File: src/rtl/rng.sv
// Free-running xorshift32 generator: one new 32-bit value per clock, seeded on reset.
// The state register is the output, so shifted_res has no combinational path.
module rng #(
  parameter logic [31:0] SEED = 32'hACE1_2463,
  parameter int unsigned SH_A = 13,
  parameter int unsigned SH_B = 17,
  parameter int unsigned SH_C = 5
) (
  input  logic        clk_in,
  input  logic        rst_in,
  output logic [31:0] shifted_res
);

  // A zero seed would lock the generator at its fixed point, so substitute 1.
  localparam logic [31:0] RST_VAL = (SEED != 32'h0) ? SEED : 32'h0000_0001;

  logic [31:0] state_q;
  logic [31:0] state_d;

  function automatic logic [31:0] xorshift32(input logic [31:0] s);
    logic [31:0] t1;
    logic [31:0] t2;
    t1 = s ^ (s << SH_A);
    t2 = t1 ^ (t1 >> SH_B);
    return t2 ^ (t2 << SH_C);
  endfunction

  // Escape the zero fixed point instead of stepping it.
  always_comb begin
    state_d = xorshift32(state_q);
    if (state_q == 32'h0) begin
      state_d = 32'h0000_0001;
    end
  end

  always_ff @(posedge clk_in) begin
    if (!rst_in) begin
      state_q <= RST_VAL;
    end else begin
      state_q <= state_d;
    end
  end

  assign shifted_res = state_q;

endmodule

File: config.mk
export PLATFORM = sky130hd
export DESIGN_NAME = rng
export DESIGN_NICKNAME = d
export VERILOG_FILES = /design/src/rtl/rng.sv
export SDC_FILE = /design/constraint.sdc
export NUM_CORES = 1
export LEC_CHECK = 0
export CAP_MARGIN = 20
export CORE_MARGIN = 4
export CORE_UTILIZATION = 45
export CTS_BUF_LIST = sky130_fd_sc_hd__clkbuf_4 sky130_fd_sc_hd__clkbuf_8 sky130_fd_sc_hd__clkbuf_16
export CTS_CLUSTER_SIZE = 28
export DETAILED_ROUTE_END_ITERATION = 10
export HOLD_SLACK_MARGIN = 0.05
export MAX_ROUTING_LAYER = met4
export PLACE_DENSITY = 0.74
export SYNTH_ARGS = -nofsm -noshare
export SYNTH_HDL_FRONTEND = slang
export SYNTH_SLANG_ARGS = --single-unit
File: constraint.sdc
create_clock -name clk_in -period 3.5 [get_ports clk_in]
set_input_delay 0.7 -clock clk_in [delete_from_list [all_inputs] [get_ports clk_in]]
set_output_delay 0.7 -clock clk_in [all_outputs]
set_load 0.01 [all_outputs]
After elaboration in Yosys (flattened, before gate mapping)
Index checks and enable logic that the tools add are counted.
- memories: 0
- input bits: 2
- flip-flop bits (word level): 32
- latch bits: 0
- output and inout bits: 32
- logic and storage cells: 9
- RAM bits: 0
- ROM bits: 0
- multipliers: 0
- shift operators: 0
- $lt $le $gt $ge: 0
- $add $sub $neg: 0
- bitwise logic cells: 4
- reduce and logical (&&, ||, !) cells: 2
- mux-type cells: 1
- equal/unequal tests: 0
- div/mod/pow operators: 0
- operator list (operator ; number):
    32-bit XOR ; 2
    32-bit logical NOT ; 1
    32-bit two-way mux ; 1
    32-bit by 15-bit XOR with 32-bit output ; 1
    2-bit OR reduction ; 1
    1-bit NOT ; 1

Longest topological paths before layout
- depth in word-level cells: 4
- depth in mapped cells: 3
- depth with buffers taken out: 3

Worst setup path before layout
Ideal clock, no wire load.
- path kind: register to register
- start point: register state_q[8] (netlist: shifted_res[8])
- end point: register state_q[13] (netlist: shifted_res[13])
- required time: 3383 ps
- buffers on the path: 0
- setup time: 117 ps
- clock period less this slack: 1346 ps
- cell stages (with the launch flop): 4
- arrival time: 1229 ps
- slack: 2154 ps
- cell sequence: dfxtp_1 xor3_1 xnor3_1 nand2b_1
- cells in the longest elaborated chain, start to end: 4
- elaborated cells between the ends (all ways): 5
- classes of those cells: 1 x mux; 3 x bitwise; 1 x reduce/logical
- RTL lines (item ; line ; RTL):
    start, declared ; 17 ; logic [31:0] state_q;
    start signal, assigned ; 40 ; state_q <= state_d;
    32-bit XOR ; 23 ; t1 = s ^ (s << SH_A);
    32-bit by 15-bit XOR with 32-bit output ; 24 ; t2 = t1 ^ (t1 >> SH_B);
    32-bit XOR ; 25 ; return t2 ^ (t2 << SH_C);
    32-bit two-way mux * ; 31 ; if (state_q == 32'h0) begin
Mark *: on every way between the ends. The rest lies on a longest branch, timed or not.
A chain may end at the register's enable or synchronous reset.

Worst setup path after layout
- start point: register state_q[9] (netlist: shifted_res[9])
- end point: output port shifted_res[9]
- RTL lines (item ; line ; RTL):
    end, declared ; 11 ; output logic [31:0] shifted_res
No word-level cell between the ends.

==> results.py <==
metrics = {
    "worst_setup_path": {
        "critPathCaptureType": "output pin",
        "slowest_stage": "clkdlybuf4s50_1",
        "r2r_setup_slack_ns": 2.06,
        "cp_max_fo": 5,
        "worstSetupPathType": "reg2out",
        "reg2reg_to": "shifted_res[15]",
        "r2r_cells": 3,
        "path_delay_family": "buffers and inverters",
        "cp-start-kind": "flip-flop",
        "path_cells": "clkdlybuf4s50_1",
        "r2r_start": "shifted_res[10]",
        "critical_path_required_ns": 2.80,
        "cp.buffers_inverters": 1,
        "arrival_ns": 1.37,
        "slowest_delay_ns": 0.60,
    },
    "floorplan": {
        "dieArea_mm2": 0.00473,
        "initial_core_util": 0.483,
        "core-area_mm2": 0.00344,
        "rows": 21,
        "die_w_um": 68.8,
        "num_io_pins": 34,
        "die_y_um": 68.8,
    },
    "place": {
        "hpwl_um": 2680,
        "place_congestion": 0.859,
        "port_buffers": 33,
    },
    "yosys": {
        "yosys_warnings": 0,
        "synth_adder_area_share": 0,
        "avgSynthCellArea_um2": 12.1,
        "synth_compound_area_frac": 0.00452,
        "synth_top_family_by_area": "XOR/XNOR gates",
        "synth_seq_cells": 32,
        "synthMuxAreaShare": 0,
        "synth-seq-area-share": 0.386,
        "synth_xor_area_frac": 0.460,
        "synth_area_mm2": 0.00166,
        "synth-simple-area-share": 0.143,
        "yosysUniqueCellTypes": 18,
        "syn-num-nets": 139,
        "synth_cells": 137,
    },
    "power_and_ir_drop": {
        "ir_drop_mv": 0.591,
        "fin_total_pwr_w": 0.00285,
        "p_per_area_mw_per_mm2": 1350,
        "power.leakage_nw": 0.888,
    },
    "sta": {
        "fin_setup_tns_ns": 0,
        "holdWs_ns": 0.688,
        "period_needed_ns": 2.07,
        "fin_skew_ns": 0.00235,
        "setup_viol": 0,
        "worst_slew_pin_slew_ns": 0.960,
        "drv_slew": 0,
        "rsz0062_at_grt": "no",
        "max_freq_mhz": 484,
        "slew_headroom": 0.358,
        "hold_viol": 0,
        "fin_crit_sh": 0.590,
    },
    "min_path": {
        "hold_class": "reg2reg",
        "min_to": "shifted_res[29]",
        "min_from": "shifted_res[29]",
        "holdPathStages": 3,
    },
    "flow_run": {
        "cap_violations": 0,
    },
    "layout": {
        "fin_util": 0.612,
        "largest_reg_flops": 32,
        "nets": 176,
        "drive_gt1_frac": 0.0465,
        "n_fill_cell": 296,
        "diodes": 0,
        "area_growth_pct": 26.8,
    },
    "drt": {
        "dr_total_vias": 1097,
        "drt-vias-per-instance": 5.03,
        "firstDrtPassIters": 4,
        "post_drt_wl_per_cell_um": 16.0,
        "routed_wl_um": 3490,
        "drc": 0,
        "first_iter_violations": 70,
        "final_antenna_net_count": 0,
    },
    "clock_network": {
        "clk_latency_ns": 0.28,
        "root_buffer": "clkbuf_8",
        "cts_buffers": 5,
        "cts_buffer_depth": 2,
        "postCtsSetupRepairBufs": 0,
        "htree_num_levels": 2,
        "cts_tree": "built",
        "clkSinkCount": 32,
        "clkTransAtPathRegs_ns": 0.06,
        "cts_resized": 0,
        "cts_hold_buf": 0,
    },
    "status": {
        "run_status": "finished, final reports clean",
    },
    "global_route": {
        "grt_pass1_vias": 1139,
        "gr-total-overflow": 0,
        "grt_max_degree": 33,
        "grt.total_usage": 0.170,
        "grt_pass1_wl_um": 5470,
        "antenna_found_initial": 0,
    },
}
[Yosys cell counts]
| cell | instances | area (um^2) |
|---|---|---|
| xnor2_2 | 1 | 16.3 |
| clkbuf_1 | 3 | 11.3 |
| xnor2_1 | 31 | 272 |
| and2_1 | 12 | 75.1 |
| xnor3_1 | 11 | 248 |
| nor2_1 | 1 | 3.75 |
| o211ai_1 | 1 | 7.51 |
| xor2_2 | 1 | 16.3 |
| nand3b_1 | 1 | 7.51 |
| nor4_1 | 8 | 50.1 |
| dfxtp_1 | 32 | 641 |
| xnor3_2 | 1 | 23.8 |
| nand2_1 | 12 | 45.0 |
| xor3_1 | 5 | 119 |
| nor2b_1 | 6 | 37.5 |
| nand4_1 | 2 | 12.5 |
| xor2_1 | 8 | 70.1 |
| nand2b_1 | 1 | 6.26 |
[cell families (layout without fill, tap and decap cells)]
logic type | after synthesis | count (layout)
AND/OR/NAND/NOR | 43 | 43
flip-flops | 32 | 32
AO/OA/AOI/OAI | 1 | 1
buffers and inverters | 3 | 38
XOR/XNOR | 58 | 58
[worst min-delay path: stages, from the launching register on]
cell and delay (ns):
dfxtp_1 0.34, xnor2_1 0.19, xnor2_1 0.06, nand2_1 0.06
[where the power goes]
group          internal, W  total, W  switching, W
Combinational      0.00116   0.00180      0.000641
Sequential        0.000538  0.000791      0.000253
Clock             0.000128  0.000251      0.000123
Total              0.00183   0.00285       0.00102
[worst max path at each step]
stage / from / endpoint / slack (ns) / cells after the start
after floorplan: shifted_res[8] / shifted_res[13] / 2.15 / 3
after CTS: shifted_res[17] / shifted_res[17] / 1.41 / 1
after global placement: rst_in / shifted_res[0] / 1.34 / 2
final: shifted_res[9] / shifted_res[9] / 1.43 / 1
after global routing: shifted_res[17] / shifted_res[17] / 1.37 / 1
after detailed placement: rst_in / shifted_res[0] / 1.33 / 2
[through the flow]
step / setup slack (ns) / instances / area (um^2)
floorplan: 2.15 / 137 / 1660
global placement: 1.34 / 213 / 2040
detailed placement: 1.33 / 213 / 2040
CTS: 1.41 / 218 / 2110
global route: 1.37 / 218 / 2110
finish: 1.43 / 218 / 2110
[area by class of cell]
cell class,instances,area [um^2],share of cell area
Multi-Input combinational cell,102,1010,0.479
Sequential cell,32,641,0.304
Timing Repair Buffer,33,330,0.157
Clock buffer,5,68.8,0.0327
Tap cell,46,57.6,0.0273
[cell usage in the layout (no fill, tap or decap), types with 6 or more instances in the layout]
master / instances
clkdlybuf4s50_1: 33
dfxtp_1: 32
xnor2_1: 31
nand2_1: 12
and2_1: 12
xnor3_1: 11
xor2_1: 8
nor4_1: 8
nor2b_1: 6
[layer usage]
metal | track usage | part of all wire | up-vias
met3 | 0.0486 | 0.054 | 6
li1 | - | - | 519
met5 | - | 0 | -
met1 | 0.210 | 0.45 | 540
met4 | 0.0584 | 0.016 | 0
met2 | 0.268 | 0.48 | 32
No activity file was read; power rests on OpenSTA's default activity.
==> patch (config.mk and constraints unchanged) <==
Make the reset (`rst_in`) asynchronous in one clocked block.
--- a/src/rtl/rng.sv
+++ b/src/rtl/rng.sv
@@ -33,7 +33,7 @@
     end
   end
 
-  always_ff @(posedge clk_in) begin
+  always_ff @(posedge clk_in or negedge rst_in) begin
     if (!rst_in) begin
       state_q <= RST_VAL;
     end else begin
Function: differs if rst_in is asserted again (counterexample within 4 cycles, from zero or initial values and one cycle with rst_in low); with rst_in held inactive, the same outputs for 10 cycles.
==> patch against the original RTL <==
- design area shrank 10%
- clock skew rose by 0.011 ns
- area after synthesis is 13% lower
- sequential cell count stayed put
- wire length fell by 14%
- cell count decreased by 13%
- non-clock buffer count grew 1
- die area down 12%
- worst setup slack lost 0.10 ns
Power is left out: it rests on default switching activity, and per cell area and clock period it moved more than threefold.
==> patch: results (changes against the original RTL) <==
Status: completed (unchanged)
GRT met1 Usage: 21.82% (was 20.96%)
Initial drt markers: 55 (was 70)
Worst path max stage delay: 0.59 ns
Commonest cells post-synth: xnor2_1, dfrtp_1, xor2_1 (was dfxtp_1, xnor2_1, and2_1, nand2_1, xnor3_1)
Critical register-to-register path startpoint: shifted_res[22] (was shifted_res[10])
Mapped Nets: 107 (was 139)
R2r setup slk: 2.04 ns (was 2.06 ns)
Met3 Usage GRT: 5.373% (was 4.862%)
DR vias: 913 (was 1,097)
I/O Buffers: 33 (unchanged)
DR pass1 iterations: 4 (unchanged)
Share of post-route cells with drive strength above 1: 16.44% (was 4.651%)
Top delay family on crit path: flip-flops (was buffers and inverters)
Root Buffer: clkbuf_4 (was clkbuf_8)
Vias in the first global route: 983 (was 1,139)
WHS Endpoint: shifted_res[1] (was shifted_res[29])
Clock slew at reported path FFs: 0.10 ns (was 0.06 ns)
Hold Path Cell Cnt: 1 (was 3)
Dominant cells by area after synthesis: dfrtp_1, xnor2_1, dfstp_2 (was dfxtp_1, xnor2_1, xnor3_1)
Cells on worst reg2reg path: 3 (unchanged)
# fillers: 259 (was 296)
Slowest cell on crit path: dfstp_2 (was clkdlybuf4s50_1)
Final clock skew: 0.01348 ns (was 0.002349 ns)
HPWL Detailed: 2375 um (was 2675 um)
Clock Latency Late Sink: 0.32 ns (was 0.28 ns)
DP Area: 0.001837 mm2 (was 0.002038 mm2)
R2R Path End: shifted_res[10] (was shifted_res[15])
Final wirelength: 3020 um (was 3494 um)
Netlist cell types: 8 (was 18)
First-pass GRT wire length: 5119 um (was 5471 um)
CTS resizes: 0 (unchanged)
Tot GR Track Use: 17.13% (was 17.01%)
Synth Flop Type: dfrtp_1 (was dfxtp_1)
Critical-path maximum fanout: 4 (was 5)
Routability Congestion: 0.8323 (was 0.8588)
Met2 Use GR: 24.48% (was 26.82%)
Worst-margin pin slew: 0.4972 ns (was 0.9603 ns)
Hold path start: shifted_res[1] (was shifted_res[29])
Nets@finish: 148 (was 176)
Asr flop ratio synth: 100.0% (was 0%)
Seq/Total Area, Yosys: 56.67% (was 38.55%)
Crit path arrival time: 1.47 ns (was 1.37 ns)
-- patch: cell types whose count changed after synthesis, sizes merged, moves of 3 or more --
cell,change
dfxtp,-32
nand2,-12
xor2,+10
dfrtp,+18
dfstp,+14
xnor3,-12
xor3,-5
xnor2,+11
nor2b,-6
and2,-12
clkbuf,-3
-- patch: how the worst max path moves through the flow --
stage / from / endpoint / slack (ns) / cells past startpoint
floorplan: shifted_res[13] / shifted_res[9] / 2.20 / 3
global placement: shifted_res[6] / shifted_res[6] / 1.68 / 1
detailed placement: shifted_res[10] / shifted_res[10] / 1.68 / 1
CTS: shifted_res[10] / shifted_res[10] / 1.31 / 1
global route: shifted_res[5] / shifted_res[5] / 1.27 / 1
finish: shifted_res[5] / shifted_res[5] / 1.33 / 1
-- patch: cell families (layout without fill, tap and decap cells) --
group | Yosys count | in the layout | share of synthesized area (%)
DFF | 32 | 32 | 56.67
AOI/OAI and AO/OA | 1 | 1 | 0.3463
buffers and inverters | 0 | 41 | 0
xor gates and xnor gates | 62 | 62 | 38.65
and+or+nand+nor | 10 | 10 | 4.333
-- patch: metal layers --
layer  wire length, um  up-vias
met5                 0        -
met4                79        0
met3               147        9
met2              1385       32
met1              1407      450
li1                  -      422
-- patch: per-stage QoR --
step	setup WS (ns)	hold WS, ns	utilization [%]	std cells
finish	1.334	0.5671	61.89	190
global route	1.274	0.5840	61.89	190
CTS	1.314	0.5664	61.89	190
detailed placement	1.679	0.5525	60.16	183
global placement	1.682	0.5437	60.16	183
floorplan	2.202	0.4044	-	105
-- patch: layout make-up --
class / count / area [um2] / area share [%]
clock buffer: 7 / 52.55 / 2.781
multi-input combinational: 73 / 625.6 / 33.11
sequential: 32 / 818.3 / 43.31
timing repair buffer: 34 / 337.8 / 17.88
tap: 44 / 55.05 / 2.914
-- patch: worst register-to-register path, cell delays in order, from the launching register on --
cell     delay [ns]
dfstp_2        0.56
xor2_1         0.38
xnor2_1        0.26
xor2_1         0.19
